File: src/rtl/fetch_queue.sv
// fetch_queue: instruction-fetch front end feeding the IF/ID pipeline register.
//   It owns the fetch PC and issues reads to a synchronous instruction memory
//   with a one-cycle read latency. Each returned {pc, instr} pair is buffered in
//   a DEPTH-entry FIFO, so decode stalls do not drop fetches. A redirect flushes
//   the FIFO and discards any read that is still in flight.
// Ports:
//   clk, reset            clock and synchronous active-high reset
//   redirect, redirect_pc taken-branch flush request and its restart address
//   imem_req, imem_addr   read strobe and address sent to instruction memory
//   imem_rdata            read data for the request issued in the previous cycle
//   out_valid, out_pc,    head entry presented to IF/ID
//   out_instr
//   out_ready             IF/ID accepts the head entry
//   count                 current FIFO occupancy
module fetch_queue #(
  parameter int unsigned     PC_W     = 9,
  parameter int unsigned     INS_W    = 32,
  parameter int unsigned     DEPTH    = 4,
  parameter logic [PC_W-1:0] RESET_PC = '0
) (
  input  logic                     clk,
  input  logic                     reset,
  input  logic                     redirect,
  input  logic [PC_W-1:0]          redirect_pc,
  output logic                     imem_req,
  output logic [PC_W-1:0]          imem_addr,
  input  logic [INS_W-1:0]         imem_rdata,
  output logic                     out_valid,
  output logic [PC_W-1:0]          out_pc,
  output logic [INS_W-1:0]         out_instr,
  input  logic                     out_ready,
  output logic [$clog2(DEPTH):0]   count
);

  localparam int unsigned PTR_W = $clog2(DEPTH);
  localparam int unsigned CNT_W = PTR_W + 1;

  logic [PC_W-1:0]  fetch_pc_q, fetch_pc_d;
  logic             inflight_q, inflight_d;
  logic [PC_W-1:0]  inflight_pc_q, inflight_pc_d;
  logic [PTR_W-1:0] rd_ptr_q, rd_ptr_d;
  logic [PTR_W-1:0] wr_ptr_q, wr_ptr_d;
  logic [CNT_W-1:0] count_q, count_d;

  logic [PC_W-1:0]  pc_mem    [DEPTH];
  logic [INS_W-1:0] instr_mem [DEPTH];

  logic [CNT_W:0]   credits_used;
  logic             issue;
  logic             push;
  logic             pop;

  // An issued read reserves its FIFO slot up front, so the occupancy plus the
  // read in flight can never exceed DEPTH and a push never finds the FIFO full.
  assign credits_used = {1'b0, count_q} + {{CNT_W{1'b0}}, inflight_q};
  assign issue        = !reset && !redirect && (credits_used < (CNT_W+1)'(DEPTH));
  assign push         = !reset && !redirect && inflight_q;
  assign out_valid    = !reset && !redirect && (count_q != '0);
  assign pop          = out_valid && out_ready;

  assign imem_req  = issue;
  assign imem_addr = fetch_pc_q;
  assign out_pc    = pc_mem[rd_ptr_q];
  assign out_instr = instr_mem[rd_ptr_q];
  assign count     = reset ? '0 : count_q;

  always_comb begin
    fetch_pc_d    = fetch_pc_q;
    inflight_d    = issue;
    inflight_pc_d = inflight_pc_q;
    rd_ptr_d      = rd_ptr_q;
    wr_ptr_d      = wr_ptr_q;
    count_d       = count_q;

    if (redirect) begin
      fetch_pc_d = redirect_pc;
      rd_ptr_d   = '0;
      wr_ptr_d   = '0;
      count_d    = '0;
    end else begin
      if (issue) begin
        inflight_pc_d = fetch_pc_q;
        fetch_pc_d    = fetch_pc_q + PC_W'(4);
      end
      if (push) wr_ptr_d = wr_ptr_q + PTR_W'(1);
      if (pop)  rd_ptr_d = rd_ptr_q + PTR_W'(1);
      case ({push, pop})
        2'b10:   count_d = count_q + CNT_W'(1);
        2'b01:   count_d = count_q - CNT_W'(1);
        default: count_d = count_q;
      endcase
    end
  end

  always_ff @(posedge clk) begin
    if (reset) begin
      fetch_pc_q    <= RESET_PC;
      inflight_q    <= 1'b0;
      inflight_pc_q <= '0;
      rd_ptr_q      <= '0;
      wr_ptr_q      <= '0;
      count_q       <= '0;
    end else begin
      fetch_pc_q    <= fetch_pc_d;
      inflight_q    <= inflight_d;
      inflight_pc_q <= inflight_pc_d;
      rd_ptr_q      <= rd_ptr_d;
      wr_ptr_q      <= wr_ptr_d;
      count_q       <= count_d;
    end
  end

  // Storage needs no reset: entries are only read while count is non-zero.
  always_ff @(posedge clk) begin
    if (push) begin
      pc_mem[wr_ptr_q]    <= inflight_pc_q;
      instr_mem[wr_ptr_q] <= imem_rdata;
    end
  end

endmodule
File: config.mk
export PLATFORM = sky130hd
export DESIGN_NAME = fetch_queue
export DESIGN_NICKNAME = d
export VERILOG_FILES = /design/src/rtl/fetch_queue.sv
export SDC_FILE = /design/constraint.sdc
export NUM_CORES = 1
export LEC_CHECK = 0
export CORE_ASPECT_RATIO = 0.9
export CORE_UTILIZATION = 42
export CTS_CLUSTER_DIAMETER = 60
export DETAILED_ROUTE_END_ITERATION = 10
export GPL_ROUTABILITY_DRIVEN = 0
export SLEW_MARGIN = 20
export SYNTH_ARGS = -nofsm -noshare
export SYNTH_HDL_FRONTEND = slang
export SYNTH_SLANG_ARGS = --single-unit
File: constraint.sdc
create_clock -name clk -period 2.24 [get_ports clk]
set_input_delay 0.224 -clock clk [delete_from_list [all_inputs] [get_ports clk]]
set_output_delay 0.224 -clock clk [all_outputs]
set_load 0.005 [all_outputs]
* Yosys cells after proc, flatten, opt, wreduce, memory -nomap -nowiden
Memories as Yosys holds them, arrays and structs flattened. A register that Yosys moved wholly into a read port is not among the register bits. Cells that the tools add are included.
Word-level totals: logic and storage cells 40, output and inout bits 55, memories kept 2, bits in writable memories 164, register bits 26
Memories:
- instr_mem | depth 4, width 32, rd ports 1, clocked after Yosys merged registers in 1, wr ports 1, RTL line 46 | logic [INS_W-1:0] instr_mem [DEPTH];
- pc_mem | depth 4, width 9, rd ports 1, clocked after Yosys merged registers in 1, wr ports 1, RTL line 45 | logic [PC_W-1:0] pc_mem [DEPTH];
Cells by class: bitwise gates (word level) 1, $add $sub $neg 6, muxes and demuxes 10, reduce and logical (&&, ||, !) cells 12, equal/unequal tests 2, order comparisons 1
Operator list (number):
- two-way mux 9 bit | 2
- adder 9 x 3 -> 9 bit (second input constant) | 1
- two-way mux 2 bit | 4
- case mux 3 bit (2 select lines) | 1
- logical AND 1 bit | 5
- adder 2 x 1 -> 2 bit (second input constant) | 2
- adder 3 x 1 -> 4 bit | 1
- < comparator 4 x 3 -> 1 bit (second input constant) | 1
- nonzero test 2 bit | 2
- adder 3 x 1 -> 3 bit (second input constant) | 1
- two-way mux 3 bit | 1
- nonzero test 3 bit | 1
- subtractor 3 x 1 -> 3 bit (second input constant) | 1
- == test 2 x 1 -> 1 bit (second input constant) | 1
- == test 2 bit (second input constant) | 1
- zero test 1 bit | 2
- two-way mux 1 bit | 2
- AND reduction 2 bit | 1
- OR reduction 2 bit | 1
- NOT 1 bit | 1

* Depth between registers and ports, before layout
Gate-level depths: netlist of the first run.
word-level depth 6, gate-level depth with buffers 8

* Least setup slack after synthesis of the first run
OpenSTA, ideal clock, no wires.
kind in2reg, from input redirect, to memory instr_mem[0][0] (enable), arrival time 1.592 ns, stages on the path 2, library setup time 0.403 ns, path slack 0.246 ns, buffers on the path 0, path through nor2_1 and3_1
Between the ends: word-level cells in the longest chain between the ends 5
RTL lines:
- start, declared | RTL line 23 | input logic redirect,
- zero test 1 bit | RTL line 57 | assign push = !reset && !redirect && inflight_q;
- logical AND 1 bit (2 in series) | RTL line 57
- two-way mux 1 bit | RTL line 115 | if (push) begin
- two-way mux 1 bit (implied by the code) | RTL line 117 | instr_mem[wr_ptr_q] <= imem_rdata;
- end, declared | RTL line 46
Every way passes these cells.

==> results.cfg, run 1 <==
[cts]
cts_tree = done
htree_levels = 4
cts_root_buffer = clkbuf_16
numCtsBuffers = 17
insertion_delay_ns = 0.42
clockBufferDepth = 2
clock-sinks = 192
clk_pin_slew_worst_paths_ns = 0.06

[final_layout]
multi_input_area_sq_um = 1551
final_nets = 535
drive_gt1_share_pct = 20.16
n_fill_cell = 1256
diodes = 0
seqCellArea_sq_um = 5490
fin_area_sq_um = 9135
area_delta_synth_final_pct = 28.00

[worst_setup_path]
critical_path_buf_inv_count = 2
cp_top_family = buffers and inverters
critPathLaunchType = flip-flop
reg2reg_slack_ns = 0.25
worstSetupPathType = flip-flop to primary output
r2r-start = count_q[2]
cp_max_fo = 12
crit_path_end_kind = primary output
cp.arrival_ns = 1.96
slowest_delay_ns = 0.51
path_cells = buf_12, mux4_2, clkdlybuf4s50_1
reg2reg_depth = 8
cp.required_ns = 2.02
slowest_stage = mux4_2
regToRegEndpoint = count_q[2]

[sta]
relSlewSlack_pct = 79.07
hold_viol = 0
period_minus_slack_ns = 2.186
setup-violations-final = 0
worst_pin_slew_ns = 0.3060
max_freq_ghz = 0.4575
rsz0062_at_grt = true
hold_slack_ns = 0.3798
slew_violations = 0
period_share_pct = 97.58
skew_ns = 0.005687

[detailed_routing]
top_layer = met5
first_iter_violations = 185
via_count = 3622
met2_length_um = 5883
wl_per_cell_um = 17.95
avgViaCountPerCell = 5.152
firstDrtPassIters = 4
drt-met1-wl_um = 5874
drc = 0
ant_nets = 0
drt-total-wl_um = 12620
wl_met3_um = 747

[job]
maxCapViolCount = 0

[synthesis]
ys.flop_type = edfxtp_1
synth_top_family_by_area = multiplexers
synthArstFlopShare_pct = 0
synth.distinct_cells = 38
muxShareOfSynthArea_pct = 13.52
synthDominantCellAreaShare_pct = 69.00
yosysWarnings = 0
synth_cells = 362
synthAdderAreaFrac_pct = 1.332
synth_xor_area_share_pct = 0.4909
yosys-top-cells-count = edfxtp_1 (164), mux4_2 (41), dfxtp_1 (28)
synth.area.top_cells = edfxtp_1 (69%), mux4_2 (13%), dfxtp_1 (7.9%), nand2_1 (1.2%), ha_1 (1.1%)
netlist_area_sq_um = 7137
synth_edf_count = 164
synth_seq_area_share_pct = 76.86
avgSynthCellArea_sq_um = 19.72
synthSimpleGateAreaFrac_pct = 4.102
ys_ff_latch = 192
yosysMostFrequentCell = edfxtp_1
yosys.area.top_type = edfxtp_1
synth_compound_area_share_pct = 2.227
synth.net_count = 414

[grt]
grt_pass1_wl_um = 20120
overflow = 0
grt_start_max_net_pins = 42
grt_pass1_vias = 3757
grt.total_usage_pct = 15.49
antenna_found_initial = 1

[die]
start_util_pct = 43.65
core_area_sq_um = 16350
fp.dieW_um = 139.4
io_pins = 100
fp.dieArea_sq_um = 17520
die_height_um = 125.7
row_count = 44

[worst_hold_path]
hold_class = primary input to flip-flop
worstHoldEndpoint = imem_addr[7]
holdPathStages = 3
min_from = redirect_pc[7]

[placement]
hpwl_um = 7459
place_area_sq_um = 8521
port_buffers = 99

[pwr]
power.density_nw_per_um2 = 757.4
cellLeakagePower_nw = 3.079
max-vdd-ir-drop_mv = 0.5146

[outcome]
outcome = completed
==> state kept, by name (all words and copies together) (netlist names), named ones only <==
signal,count
inflight_pc_q,9
pc_mem,36
imem_addr,9
rd_ptr_q,2
wr_ptr_q,2
inflight_q,1
count_q,3
instr_mem,128
==> worst min-delay path, stage by stage <==
cell,delay (ns)
clkdlybuf4s50_1,0.40
nand2_1,0.06
a31oi_1,0.07
==> logic make-up (layout without fill, tap and decap cells) <==
logic type | count (synthesis) | count (layout)
xor gates and xnor gates | 4 | 4
AOI/OAI and AO/OA | 26 | 26
buffers and inverters | 26 | 160
and+or+nand+nor | 62 | 62
DFF | 192 | 192
adders and majority gates | 7 | 7
muxes | 45 | 45
==> through the flow <==
stage                      TNS, ns  cells  setup WS, ns  power, mW  util [%]
after global routing      -0.03899    703      -0.01259      7.162     55.87
final                            0    703       0.05422      6.919     55.87
after detailed placement  -0.01941    667      -0.01941      4.248     52.11
after global placement           0    667       0.04892      4.240     52.11
after floorplan                  0    362        0.2456      4.071         -
after CTS                  -0.3097    699      -0.04100      6.988     55.39
==> power by group <==
part | switching [mW] | internal (mW)
Clock | 1.21 | 1.55
Sequential | 0.0260 | 3.90
Combinational | 0.0988 | 0.142
==> placed cells by master, fill, tap and decap left out, drive strengths merged, types with 2 or more instances in the layout <==
master	instances
a21oi	13
a31oi	3
a32oi	2
and3	6
buf	19
clkbuf	24
clkdlybuf4s50	78
clkinv	8
dfxtp	28
dlygate4sd2	16
dlymetal6s2s	5
edfxtp	164
ha	6
inv	9
mux2i	3
mux4	41
nand2	24
nand3	7
nor2	13
nor3	2
o21ai	2
or3	4
xnor2	2
xor2	2
==> worst max path at each step <==
stage | slack [ns] | cells past startpoint | endpoint
2_1_floorplan | 0.25 | 2 | instr_mem[0][0]
3_3_place_gp | 0.05 | 9 | count_q[2]
3_5_place_dp | -0.02 | 9 | count_q[2]
4_1_cts | -0.04 | 3 | out_pc[2]
5_1_grt | -0.01 | 3 | out_instr[29]
6_report | 0.05 | 3 | out_instr[29]
==> timing repair <==
| action | 4_1_cts | 5_1_grt |
|---|---|---|
| resized for setup | 18 | 9 |
| cloned | 0 | 1 |
| hold buffers | 0 | 0 |
| pin swaps | 0 | 0 |
| endpoints found under the setup margin | 26 | 25 |
| setup buffers | 0 | 3 |
==> final cells by class <==
cell class / count / area share, %
clock inverters: 9 / 0.6437
clock buffers: 23 / 5.369
multi-input cells: 144 / 16.98
inverters: 9 / 0.3698
repair buffers: 119 / 13.70
flip-flops and latches: 192 / 60.10
well taps: 207 / 2.835
==> metal layers <==
layer,up-vias,GRT usage (%)
met5,-,0
met4,2,4.314
met3,10,6.046
met2,93,24.09
met1,1828,20.36
li1,1689,-
Power figures use the tool's default switching activity.
==> run 2, diff against run 1 <==
--- a/config.mk
+++ b/config.mk
@@ -5,7 +5,9 @@
 export SDC_FILE = /design/constraint.sdc
 export NUM_CORES = 1
 export LEC_CHECK = 0
+export ABC_CLOCK_PERIOD_IN_PS = 2240
 export CORE_ASPECT_RATIO = 0.9
+export CORE_MARGIN = 2
 export CORE_UTILIZATION = 42
 export CTS_CLUSTER_DIAMETER = 60
 export DETAILED_ROUTE_END_ITERATION = 10
==> run 2 against run 1 <==
Net effect: critical path type unchanged; largest power group unchanged; maximum frequency rose by 0.33%; utilization fell by 0.34 points; via count rose by 2.1%; sequential power barely moved; clock-buffer cell count fell by 4; cell count rose by 2.7%; die area rose by 3.0%; sequential cell count did not move; worst setup slack improved by 0.0071 ns; critical path depth did not move; design area rose by 2.0%; combinational power barely moved.
==> results.cfg, run 2 (same netlist as run 1, synthesis figures left out) <==
[grt]
overflow = 0
grt_start_max_net_pins = 37
grt.total_usage_pct = 15.91
busiest_layer = met2
antenna_found_initial = 0
met2_usage_pct = 24.56
grt_pass1_wl_um = 21050
met1_usage_pct = 21.40
grt_pass1_vias = 3851
grtUsageMet3_pct = 5.715

[pwr]
seq_power_share_pct = 55.2
p_sw_mw = 1.336
p_clk_share_pct = 41.4
switching_share_pct = 18.79
pwr-share-comb_pct = 3.4
cellLeakagePower_nw = 3.264
power.density_nw_per_um2 = 763.2
p_int_mw = 5.775
max-vdd-ir-drop_mv = 0.5390

[final_layout]
final_nets = 552
largest_register_ffs = 128
n_fill_cell = 1318
regMostFlops = instr_mem
diodes = 0
largestRegisters = instr_mem (128), pc_mem (36)
drive_gt1_share_pct = 22.70
layout_common_cells = edfxtp_1 (164), clkdlybuf4s50_1 (63), mux4_2 (41)
area_delta_synth_final_pct = 30.54
fin_area_sq_um = 9316
layout.cells.non_filler = 722
final_common_cell = edfxtp_1
seqCellArea_sq_um = 5490
multi_input_area_sq_um = 1551

[worst_setup_path]
reg2reg_slack_ns = 0.19
cp_max_fo = 12
endpoint = out_instr[25]
r2r-start = count_q[2]
slowest_stage = mux4_2
path_cells = buf_12, mux4_2, clkdlybuf4s50_1
critPathLaunchType = flip-flop
reg2reg_depth = 8
crit_path_end_kind = primary output
cp.required_ns = 2.02
worstSetupPathType = flip-flop to primary output
slowest_delay_ns = 0.49
cp.arrival_ns = 1.95
regToRegEndpoint = count_q[2]

[detailed_routing]
ant_nets = 0
avgViaCountPerCell = 5.120
wl_per_cell_um = 18.67
firstDrtPassIters = 4
first_iter_violations = 189
drt-total-wl_um = 13480
via_count = 3697
drc = 0

[die]
die_height_um = 127.7
row_count = 45
core_area_sq_um = 16780
fp.dieW_um = 141.4
start_util_pct = 42.54
fp.dieArea_sq_um = 18050
io_pins = 100

[cts]
cts_root_buffer = clkbuf_16
insertion_delay_ns = 0.43
cts_hold_buf = 0
numCtsBuffers = 17
htree_levels = 4
clockBufferDepth = 2
clock-sinks = 192
clk_pin_slew_worst_paths_ns = 0.06
cts_tree = done

[sta]
slew_violations = 0
skew_ns = 0.01164
max_freq_ghz = 0.4590
hold_viol = 0
setup-violations-final = 0
worst_pin_slew_ns = 0.3596
relSlewSlack_pct = 75.41
hold_slack_ns = 0.3738
period_minus_slack_ns = 2.179
period_share_pct = 97.26

[placement]
port_buffers = 99
dp.cells = 674
hpwl_um = 8155
place_area_sq_um = 8573

[job]
maxCapViolCount = 0

[worst_hold_path]
hold_class = primary input to flip-flop

[outcome]
outcome = completed
[run 2: changes by cell type in the layout (fill, tap and decap cells not counted), sizes merged]
cell,delta
clkdlybuf4s50,-15
clkinv,-1
dlymetal6s2s,+9
dlygate4sd2,+6
buf,+17
bufinv,+3
clkbuf,-4
[run 2: worst min-delay path by stage]
stage / cells past startpoint / slack, ns / start / end
after floorplan: 1 / 0.31 / reset / imem_addr[2]
after global placement: 2 / 0.48 / imem_addr[1] / inflight_pc_q[1]
after detailed placement: 1 / 0.48 / rd_ptr_q[1] / flip-flop
after CTS: 3 / 0.35 / redirect_pc[7] / imem_addr[7]
after global routing: 3 / 0.37 / redirect_pc[7] / imem_addr[7]
final: 3 / 0.37 / redirect_pc[7] / imem_addr[7]
[run 2: cell type report]
class,instances,area share [%]
Inverter,9,0.3626
Tap cell,211,2.834
Multi-Input combinational cell,144,16.65
Sequential cell,192,58.93
Clock buffer,19,4.647
Clock inverter,11,1.531
Timing Repair Buffer,136,15.04
[run 2: timing repair]
item / 4_1_cts / 5_1_grt
setup buffers: 4 / 13
cloned: 0 / 1
gates resized for setup: 23 / 15
endpoints found under the setup margin: 36 / 21
[run 2: stage by stage]
| stage | TNS [ns] | worst slack, ns | power [mW] | util, % |
|---|---|---|---|---|
| 6_report | 0 | 0.06130 | 7.110 | 55.53 |
| 3_5_place_dp | -0.02080 | -0.02080 | 4.249 | 51.10 |
| 5_1_grt | -0.002905 | -0.001628 | 7.351 | 55.53 |
| 3_3_place_gp | 0 | 0.03551 | 4.242 | 51.10 |
| 2_1_floorplan | 0 | 0.2456 | 4.071 | - |
| 4_1_cts | -0.01450 | -0.005899 | 7.190 | 54.56 |
[run 2: worst max-delay path, delay by kind of cell, from the launching register on]
kind | cells | cell delay (ns)
buf+inv | 2 | 0.61
mux | 1 | 0.49
flops | 1 | 0.42
[run 2: metal layers]
metal  part of all wire [%]  vias up
met2                     47       88
met1                     47     1877
met5                      0        -
met3                    5.4       16
met4                    1.3        0
li1                       -     1716
[run 2: power by group through the flow]
stage	registers (mW)	clock network (mW)	logic (mW)
2_1_floorplan	4.00	0	0.0739
3_3_place_gp	4.00	0	0.242
3_5_place_dp	4.00	0	0.247
4_1_cts	3.92	3.02	0.245
5_1_grt	3.93	3.16	0.263
6_report	3.93	2.94	0.242
==> run 3, diff against run 2 <==
--- a/config.mk
+++ b/config.mk
@@ -12,7 +12,6 @@
 export CTS_CLUSTER_DIAMETER = 60
 export DETAILED_ROUTE_END_ITERATION = 10
 export GPL_ROUTABILITY_DRIVEN = 0
-export SLEW_MARGIN = 20
 export SYNTH_ARGS = -nofsm -noshare
 export SYNTH_HDL_FRONTEND = slang
 export SYNTH_SLANG_ARGS = --single-unit
==> constraint.sdc (replaced) <==
create_clock -name clk -period 2.24 [get_ports clk]
set_input_delay 0.224 -clock clk [delete_from_list [all_inputs] [get_ports clk]]
set_output_delay 0.224 -clock clk [all_outputs]
set_load 0.01 [all_outputs]
==> run 3 against run 2 <==
Net effect: first-iteration DRC count increased by 44%; global-route usage decreased by 0.26 points; non-clock buffer count decreased by 16; via count decreased by 0.70%; die area unchanged; clock-buffer cell count unchanged; maximum frequency increased by 0.56%; design area decreased by 1.7%; clock skew decreased by 0.0050 ns; critical path depth increased by 1; total power about the same; utilization decreased by 0.94 points; highest routed layer unchanged.
==> results.cfg, run 3 (same netlist as run 1, synthesis figures left out) <==
[sta]
period_share_pct = 96.73
setup-violations-final = 0
hold_slack_ns = 0.3829
relSlewSlack_pct = 75.85
period_minus_slack_ns = 2.167
max_freq_ghz = 0.4615
skew_ns = 0.006670
tns_ns = 0
hold_viol = 0
rsz0062_at_grt = false
worst_pin_slew_ns = 0.3578
slew_violations = 0

[pwr]
power.density_nw_per_um2 = 775.9
pwr-share-comb_pct = 3.5
cellLeakagePower_nw = 3.066
max-vdd-ir-drop_mv = 0.5380
seq_power_share_pct = 55.2
p_int_mw = 5.770
switching_share_pct = 18.81
p_sw_mw = 1.337
totalPowerFinal_mw = 7.107
p_clk_share_pct = 41.3

[placement]
hpwl_um = 7960
place_area_sq_um = 8543
port_buffers = 99

[grt]
overflow = 0
grt_start_max_net_pins = 42
grt_pass1_vias = 3927
antenna_found_initial = 0
grt_pass1_wl_um = 21020
grt.total_usage_pct = 15.64

[detailed_routing]
first_iter_violations = 272
drc = 0
wl_per_cell_um = 18.32
avgViaCountPerCell = 5.185
drt-total-wl_um = 12970
via_count = 3671
firstDrtPassIters = 4
ant_nets = 0

[die]
die_height_um = 127.7
io_pins = 100
fp.dieW_um = 141.4
fp.dieArea_sq_um = 18050
row_count = 45
start_util_pct = 42.54
core_area_sq_um = 16780

[worst_setup_path]
cp.required_ns = 2.02
crit_path_end_kind = primary output
reg2reg_depth = 8
critPathLaunchType = flip-flop
worstSetupPathType = flip-flop to primary output
r2r-start = count_q[2]
cp.arrival_ns = 1.94
reg2reg_slack_ns = 0.20
cp_max_fo = 13
regToRegEndpoint = count_q[2]
endpoint = out_instr[26]

[final_layout]
area_delta_synth_final_pct = 28.33
multi_input_area_sq_um = 1551
largest_register_ffs = 128
drive_gt1_share_pct = 19.92
largestRegisters = instr_mem (128), pc_mem (36)
regMostFlops = instr_mem
diodes = 0
layout_common_cells = edfxtp_1 (164), clkdlybuf4s50_1 (58), mux4_2 (41)
fin_util_pct = 54.59
fin_area_sq_um = 9159
n_fill_cell = 1344
final_common_cell = edfxtp_1
seqCellArea_sq_um = 5490
final_nets = 536

[cts]
numCtsBuffers = 17
insertion_delay_ns = 0.42
cts_root_buffer = clkbuf_16
htree_levels = 4
cts_tree = done
clockBufferDepth = 2
clk_pin_slew_worst_paths_ns = 0.06
clock-sinks = 192

[outcome]
outcome = completed

[job]
maxCapViolCount = 0

[worst_hold_path]
hold_class = primary input to flip-flop
run 3: worst min path at each step:
stage	endpoint	from	depth (start not counted)	slack, ns
3_3_place_gp	flip-flop	rd_ptr_q[1]	1	0.46
6_report	imem_addr[7]	redirect_pc[7]	3	0.38
2_1_floorplan	imem_addr[2]	reset	1	0.31
5_1_grt	imem_addr[7]	redirect_pc[7]	3	0.38
3_5_place_dp	flip-flop	rd_ptr_q[1]	1	0.46
4_1_cts	imem_addr[7]	redirect_pc[7]	3	0.36
run 3: area by class of cell:
type                    count  area share, %
well taps                 211          2.883
flip-flops and latches    192          59.95
clock buffers              19          4.727
repair buffers            120          13.55
multi-input cells         144          16.94
clock inverters            13          1.585
inverters                   9         0.3689
run 3: power by group through the flow:
stage	clock network [mW]	registers, mW	logic (mW)
6_report	2.93	3.93	0.246
5_1_grt	3.13	3.93	0.268
4_1_cts	3.01	3.92	0.249
3_5_place_dp	0	4.00	0.255
3_3_place_gp	0	4.00	0.249
2_1_floorplan	0	4.00	0.0789
run 3: repair_timing:
action,4_1_cts,5_1_grt
endpoints found under the setup margin,41,3
buffers inserted,4,1
hold buffers,0,0
gates cloned,1,0
pin swaps,0,0
gates resized for setup,46,0
run 3: critical path: stages, from the launching register on:
cell,delay [ns]
dfxtp_4,0.40
buf_16,0.17
buf_4,0.13
mux4_2,0.50
dlygate4sd2_1,0.31
run 3: stage by stage:
stage / worst slack (ns) / std cells
after CTS: 0.01321 / 707
after global placement: 0.02579 / 670
after floorplan: 0.2456 / 362
final: 0.07333 / 708
after global routing: 0.002635 / 708
after detailed placement: -0.05147 / 670
run 3: routing by layer:
metal  part of all wire, %  routed length (um)  up-vias  global-route usage (%)
met5                     0                   0        -                       0
met4                   1.0                 133        0                   5.294
met3                   5.6                 724       12                   4.781
met2                    47                6149       98                   24.44
met1                    46                5961     1869                   21.17
li1                      -                   -     1692                       -
